<file path="src/rtl/mem_arbiter.sv">
`default_nettype none
// ============================================================================
// mem_arbiter
//   Two-port (instruction / data) round-robin arbiter onto one shared BRAM.
//   Revision: 1.0
// ============================================================================
module mem_arbiter #(
  parameter int addr_width = 32,
  parameter int data_width = 32
) (
  input  logic                    clock,
  input  logic                    reset,

  input  logic                    imem_valid,
  input  logic                    imem_instr,
  input  logic [addr_width-1:0]   imem_addr,
  input  logic [data_width-1:0]   imem_wdata,
  input  logic [data_width/8-1:0] imem_wstrb,
  output logic [data_width-1:0]   imem_rdata,
  output logic                    imem_ready,

  input  logic                    dmem_valid,
  input  logic                    dmem_instr,
  input  logic [addr_width-1:0]   dmem_addr,
  input  logic [data_width-1:0]   dmem_wdata,
  input  logic [data_width/8-1:0] dmem_wstrb,
  output logic [data_width-1:0]   dmem_rdata,
  output logic                    dmem_ready,

  output logic                    bram_valid,
  output logic                    bram_instr,
  output logic [addr_width-1:0]   bram_addr,
  output logic [data_width-1:0]   bram_wdata,
  output logic [data_width/8-1:0] bram_wstrb,
  input  logic [data_width-1:0]   bram_rdata,
  input  logic                    bram_ready
);

  localparam int C_STRB_W = data_width / 8;

  typedef enum logic [1:0] {
    S_IDLE  = 2'd0,
    S_ISSUE = 2'd1,
    S_WAIT  = 2'd2
  } state_t;

  state_t                r_state;
  state_t                w_next;

  logic                  r_ipend;
  logic                  r_ibuf_instr;
  logic [addr_width-1:0] r_ibuf_addr;
  logic [data_width-1:0] r_ibuf_wdata;
  logic [C_STRB_W-1:0]   r_ibuf_wstrb;

  logic                  r_dpend;
  logic                  r_dbuf_instr;
  logic [addr_width-1:0] r_dbuf_addr;
  logic [data_width-1:0] r_dbuf_wdata;
  logic [C_STRB_W-1:0]   r_dbuf_wstrb;

  // Side encoding for r_last / r_cur / w_gside: 0 = imem, 1 = dmem.
  logic                  r_last;
  logic                  r_cur;

  logic                  w_icand;
  logic                  w_dcand;
  logic                  w_grant;
  logic                  w_gside;
  logic                  w_done;

  logic                  w_sel_instr;
  logic [addr_width-1:0] w_sel_addr;
  logic [data_width-1:0] w_sel_wdata;
  logic [C_STRB_W-1:0]   w_sel_wstrb;

  assign w_icand = r_ipend | imem_valid;
  assign w_dcand = r_dpend | dmem_valid;

  always_comb begin
    w_next  = r_state;
    w_grant = 1'b0;
    w_gside = 1'b0;
    case (r_state)
      S_IDLE: begin
        if (w_icand || w_dcand) begin
          w_grant = 1'b1;
          w_next  = S_ISSUE;
          // On a tie the side that did not win last time goes first.
          if (w_icand && w_dcand) w_gside = ~r_last;
          else                    w_gside = w_dcand;
        end
      end
      S_ISSUE: w_next = bram_ready ? S_IDLE : S_WAIT;
      S_WAIT:  if (bram_ready) w_next = S_IDLE;
      default: w_next = S_IDLE;
    endcase
  end

  // A buffered request takes precedence over the live inputs of the same side.
  always_comb begin
    w_sel_instr = 1'b0;
    w_sel_addr  = '0;
    w_sel_wdata = '0;
    w_sel_wstrb = '0;
    if (w_gside) begin
      w_sel_instr = r_dpend ? r_dbuf_instr : dmem_instr;
      w_sel_addr  = r_dpend ? r_dbuf_addr  : dmem_addr;
      w_sel_wdata = r_dpend ? r_dbuf_wdata : dmem_wdata;
      w_sel_wstrb = r_dpend ? r_dbuf_wstrb : dmem_wstrb;
    end else begin
      w_sel_instr = r_ipend ? r_ibuf_instr : imem_instr;
      w_sel_addr  = r_ipend ? r_ibuf_addr  : imem_addr;
      w_sel_wdata = r_ipend ? r_ibuf_wdata : imem_wdata;
      w_sel_wstrb = r_ipend ? r_ibuf_wstrb : imem_wstrb;
    end
  end

  always_ff @(posedge clock or negedge reset) begin
    if (!reset) begin
      r_state    <= S_IDLE;
      r_last     <= 1'b0;
      r_cur      <= 1'b0;
      bram_instr <= 1'b0;
      bram_addr  <= '0;
      bram_wdata <= '0;
      bram_wstrb <= '0;
    end else begin
      r_state <= w_next;
      if (w_grant) begin
        r_last     <= w_gside;
        r_cur      <= w_gside;
        bram_instr <= w_sel_instr;
        bram_addr  <= w_sel_addr;
        bram_wdata <= w_sel_wdata;
        bram_wstrb <= w_sel_wstrb;
      end
    end
  end

  // Pending flags: a grant of the same side wins over a simultaneous load.
  always_ff @(posedge clock or negedge reset) begin
    if (!reset) begin
      r_ipend      <= 1'b0;
      r_ibuf_instr <= 1'b0;
      r_ibuf_addr  <= '0;
      r_ibuf_wdata <= '0;
      r_ibuf_wstrb <= '0;
      r_dpend      <= 1'b0;
      r_dbuf_instr <= 1'b0;
      r_dbuf_addr  <= '0;
      r_dbuf_wdata <= '0;
      r_dbuf_wstrb <= '0;
    end else begin
      if (imem_valid) begin
        r_ibuf_instr <= imem_instr;
        r_ibuf_addr  <= imem_addr;
        r_ibuf_wdata <= imem_wdata;
        r_ibuf_wstrb <= imem_wstrb;
      end
      if (dmem_valid) begin
        r_dbuf_instr <= dmem_instr;
        r_dbuf_addr  <= dmem_addr;
        r_dbuf_wdata <= dmem_wdata;
        r_dbuf_wstrb <= dmem_wstrb;
      end
      if (w_grant && !w_gside) r_ipend <= 1'b0;
      else if (imem_valid)     r_ipend <= 1'b1;
      if (w_grant && w_gside)  r_dpend <= 1'b0;
      else if (dmem_valid)     r_dpend <= 1'b1;
    end
  end

  assign bram_valid = (r_state == S_ISSUE);
  assign w_done     = ((r_state == S_ISSUE) || (r_state == S_WAIT)) && bram_ready;
  assign imem_ready = w_done && !r_cur;
  assign dmem_ready = w_done && r_cur;
  assign imem_rdata = imem_ready ? bram_rdata : '0;
  assign dmem_rdata = dmem_ready ? bram_rdata : '0;

endmodule
`default_nettype wire
</file>
<file path="config.mk">
export PLATFORM = sky130hd
export DESIGN_NAME = mem_arbiter
export DESIGN_NICKNAME = d
export VERILOG_FILES = /design/src/rtl/mem_arbiter.sv
export SDC_FILE = /design/constraint.sdc
export NUM_CORES = 1
export LEC_CHECK = 0
export ABC_CLOCK_PERIOD_IN_PS = 2900
export CELL_PAD_IN_SITES_DETAIL_PLACEMENT = 1
export CELL_PAD_IN_SITES_GLOBAL_PLACEMENT = 1
export CORE_MARGIN = 4
export CORE_UTILIZATION = 30
export DETAILED_ROUTE_END_ITERATION = 12
export PLACE_DENSITY = 0.67
export SYNTH_ARGS = -nofsm -noshare
export SYNTH_HDL_FRONTEND = slang
export SYNTH_SLANG_ARGS = --single-unit
</file>
<file path="constraint.sdc">
create_clock -name clock -period 2.9 [get_ports clock]
set_input_delay 0.87 -clock clock [delete_from_list [all_inputs] [get_ports clock]]
set_output_delay 0.87 -clock clock [all_outputs]
set_load 0.005 [all_outputs]
</file>
==> tab_implementation.tex <==
\begin{tabular}{lr}
\hline
Metric & Value \\
\hline
\multicolumn{2}{l}{\textbf{Floorplan}} \\
\quad Area of the die & 38200 µm² \\
\quad Vertical extent of the die & 196 µm \\
\quad Floorplan Core Area & 34600 µm² \\
\quad Boundary pin count & 311 \\
\quad Number of placement rows & between 60 and 70 \\
\quad Initial cell density of the core & around 30\% \\
\quad X dimension of the die & 196 µm \\
\multicolumn{2}{l}{\textbf{Timing}} \\
\quad Max\_slew headroom & 53.5\% \\
\quad Least setup slack across all paths after layout & -81.9 ps \\
\quad Unrepaired setup endpoints after global routing & true \\
\quad TNS Setup & -266 ps \\
\quad Final setup fails & 9 \\
\quad Final hold violation count & 0 \\
\quad Fmax & 0.335 GHz \\
\quad Worst Clk Skew & 11.3 ps \\
\quad Fin. max-slew vios & 0 \\
\quad Minimum period implied by the final worst setup slack & 2980 ps \\
\quad Tightest Pin Transition & roughly 700 ps \\
\quad Period utilisation layout & 103\% \\
\multicolumn{2}{l}{\textbf{Outcome}} \\
\quad Run status & finished with violations \\
\quad Violated checks & negative setup slack \\
\multicolumn{2}{l}{\textbf{Route}} \\
\quad Detailed-router iteration count before antenna repair & 4 \\
\quad Total number of vias & 8172 \\
\quad DR iter-0 viols & 251 \\
\quad Wirelength, routed & 36400 µm \\
\quad Wire length per cell after detailed routing & $\sim$22 µm \\
\quad Via density per instance & 5.01 \\
\quad Final routed DRC violation total & 0 \\
\quad Antenna-violating nets left & 0 \\
\multicolumn{2}{l}{\textbf{Synth}} \\
\quad Post-synthesis sequential element count & 212 \\
\quad Distinct cells, synth & 29 \\
\quad Largest cells by area after synthesis & dfrtp\_1, mux2\_2, mux2i\_1 \\
\quad Post-synthesis instance area & between 10000 and 15000 µm² \\
\quad Synth warnings & 0 \\
\quad Average cell area after synthesis & about 13 µm² \\
\quad Cell count after synthesis & 841 \\
\quad Library cell occupying the most area in the post-synthesis netlist & dfrtp\_1 \\
\quad Sequential cell area fraction in the yosys report & 50.3\% \\
\quad Fraction of post-synthesis cell area in the top cell type by area & 50.3\% \\
\quad Syn\_nets & roughly 1000 \\
\multicolumn{2}{l}{\textbf{Clock tree}} \\
\quad Clock Root Buffer & clkbuf\_16 \\
\quad Clock net sink count & 212 \\
\quad Number of buffers between clock root and the deepest sink & 3 \\
\quad CTS tree & done \\
\quad Number of hold buffers added after cts & 0 \\
\quad Total CTS buffers & 27 \\
\quad Clock latency at the later pin of the worst-skew pair & about 540 ps \\
\quad Clock transition at path regs & 60 ps \\
\quad H-tree Lvls & 1 \\
\multicolumn{2}{l}{\textbf{Place}} \\
\quad Placed Instance Area & between 10000 and 15000 µm² \\
\quad Half-perimeter wire length of the detailed placement result & about 23000 µm \\
\quad Global placer's final weighted congestion & 0.756 \\
\quad Worst setup timing slack at the placement stage & -413 ps \\
\quad Buffers on Ports & 310 \\
\multicolumn{2}{l}{\textbf{Setup path}} \\
\quad Worst Path Class, Setup & reg2out \\
\quad Type of element capturing the critical path & primary output \\
\quad Ordered cell list for the critical path & inv\_2, ha\_4, nand2\_4, nor2\_4, buf\_6, buf\_6, buf\_16, buf\_6, and2\_4, buf\_6 \\
\quad Worst EP arrival & 2110 ps \\
\quad Cell occurring most often along the worst timing path & buf\_6 \\
\quad CP Launch Type & flip-flop \\
\quad Slack of the worst reg-to-reg path & 850 ps \\
\quad Req. time, crit path & approximately 2000 ps \\
\quad Maximum fanout count along the critical path & 8 \\
\quad Biggest cell delay along the critical path & 400 ps \\
\quad Slowest library cell on the worst path & dfrtp\_1 \\
\multicolumn{2}{l}{\textbf{Layout}} \\
\quad Combined flip-flop and latch cell area & 5310 µm² \\
\quad Most used cells in the layout excluding fill and tap cells & clkdlybuf4s50\_1, dfrtp\_1, mux2\_2 \\
\quad Finished Core Util & between 40 and 50\% \\
\quad Footprint of the multi-input gates & approximately 5000 µm² \\
\quad Diode count & 0 \\
\quad Share of post-route cells with drive strength above 1 & roughly a third \\
\quad Nets & approximately 1300 \\
\quad Fill cell count & 3655 \\
\quad Signed area change from the synthesized netlist to the final layout & 45.3\% \\
\quad Commonest non-fill, non-tap cell in the layout & clkdlybuf4s50\_1 \\
\quad Final Cell Area & 15300 µm² \\
\multicolumn{2}{l}{\textbf{Pwr}} \\
\quad Power per unit of standard cell area & 944 nW/µm² \\
\quad Final Power & between 10 and 15 mW \\
\quad LEAKAGE & 6.50 nW \\
\quad VDD IR max & just under 0.7 mV \\
\multicolumn{2}{l}{\textbf{GRT}} \\
\quad GR Util All Layers & 18.2\% \\
\quad Remaining global-route overflow & 0 \\
\quad Number of antenna violations at the first check in global routing & 5 \\
\quad Vias in the first global route & about 9000 \\
\quad Global-route wire length before repair & $\sim$56000 µm \\
\quad Largest net degree at the start of global routing & 94 \\
\multicolumn{2}{l}{\textbf{Hold path}} \\
\quad Worst min-delay path category & in2async \\
\multicolumn{2}{l}{\textbf{Flow run}} \\
\quad Number of maximum-capacitance constraint violations & 0 \\
\hline
\end{tabular}
[sequential cells by signal, summed over array words and instances, names as in the netlist, 4 cells and up]
| register | count |
|---|---|
| r_ibuf_addr | 32 |
| r_dbuf_wstrb | 4 |
| bram_wdata | 32 |
| bram_addr | 32 |
| r_ibuf_wstrb | 4 |
| r_dbuf_wdata | 32 |
| r_ibuf_wdata | 32 |
| r_dbuf_addr | 32 |
| bram_wstrb | 4 |
[Yosys cell counts]
cell       instances
buf_2             35
nand2_2            1
o221ai_1           5
o31ai_1           24
buf_4              4
mux2_2           138
o221ai_2          40
o21a_1             4
o41ai_4            1
nor2_1             4
buf_6              6
a221oi_1          24
mux2i_1           90
a21oi_1            3
a2111oi_0         24
o21ai_2            2
nor4_1             1
o22ai_1            1
o21ai_1            2
nand2_1           71
and2_1            65
buf_1              7
inv_1              2
and3_1             1
dfrtp_1          212
a21o_1             1
ha_1               3
clkbuf_1          21
nor2b_1           49
[metal layers]
| metal | share of wire [%] | vias to the layer above | global-route usage, % |
|---|---|---|---|
| met5 | 0.15 | - | 0 |
| met4 | 2.3 | 10 | 3.96 |
| met3 | 6.4 | 61 | 5.23 |
| met2 | 48 | 198 | 30.9 |
| met1 | 43 | 4165 | 23.2 |
| li1 | - | 3738 | - |
[logic make-up (layout without fill, tap and decap cells)]
group | count (synthesis) | count (layout) | synth area share (%)
buf+inv | 75 | 409 | 3.65
simple gates | 192 | 192 | 9.60
fa+ha+maj | 3 | 3 | 0.356
mux | 228 | 228 | 23.3
flops | 212 | 212 | 50.3
compound gates | 131 | 131 | 12.9
[worst paths after layout]
path | depth (start not counted) | startpoint | to
max | 10 | r_state[1] | imem_rdata[15]
min | 1 | reset | bram_addr[2]
max reg2reg | 4 | r_ipend | bram_wdata[27]
min reg2reg | 2 | bram_wdata[22] | bram_wdata[22]
max in group asynchronous | 2 | reset | r_dbuf_addr[18]
min in group clock | 2 | bram_wdata[22] | bram_wdata[22]
[per-stage QoR]
step	hold WS, ps	cells
floorplan	473	841
CTS	315	1624
detailed placement	468	1557
global placement	461	1557
global route	314	1630
finish	276	1630
[critical path: cells and delay by family, from the launching register on]
| family | cells | cell delay [ps] |
|---|---|---|
| flip-flops | 1 | 400 |
| adder cells (fa/ha/maj) | 1 | 220 |
| buffers and inverters | 6 | 720 |
| AND/OR/NAND/NOR | 3 | 250 |
[timing repair]
| action | CTS | global route |
|---|---|---|
| buffers inserted | 14 | 6 |
| setup endpoints to repair | 66 | 65 |
| resized for setup | 207 | 100 |
| gates cloned | 5 | 3 |
| pin swaps | 18 | 2 |
[where the power goes]
part	switching (mW)	internal (mW)	leakage, nW
clock	1.31	1.95	0.426
sequential	0.590	3.73	2.50
combinational	3.40	3.50	3.57
total	5.30	9.17	6.50
[area by class of cell]
| class | count | share of cell area, % |
|---|---|---|
| clock inverters | 8 | 0.449 |
| multi-input cells | 554 | 32.4 |
| well taps | 455 | 3.71 |
| inverters | 2 | 0.0490 |
| flip-flops and latches | 212 | 34.6 |
| repair buffers | 359 | 23.6 |
| clock buffers | 40 | 5.12 |
Power figures use the tool's default switching activity.
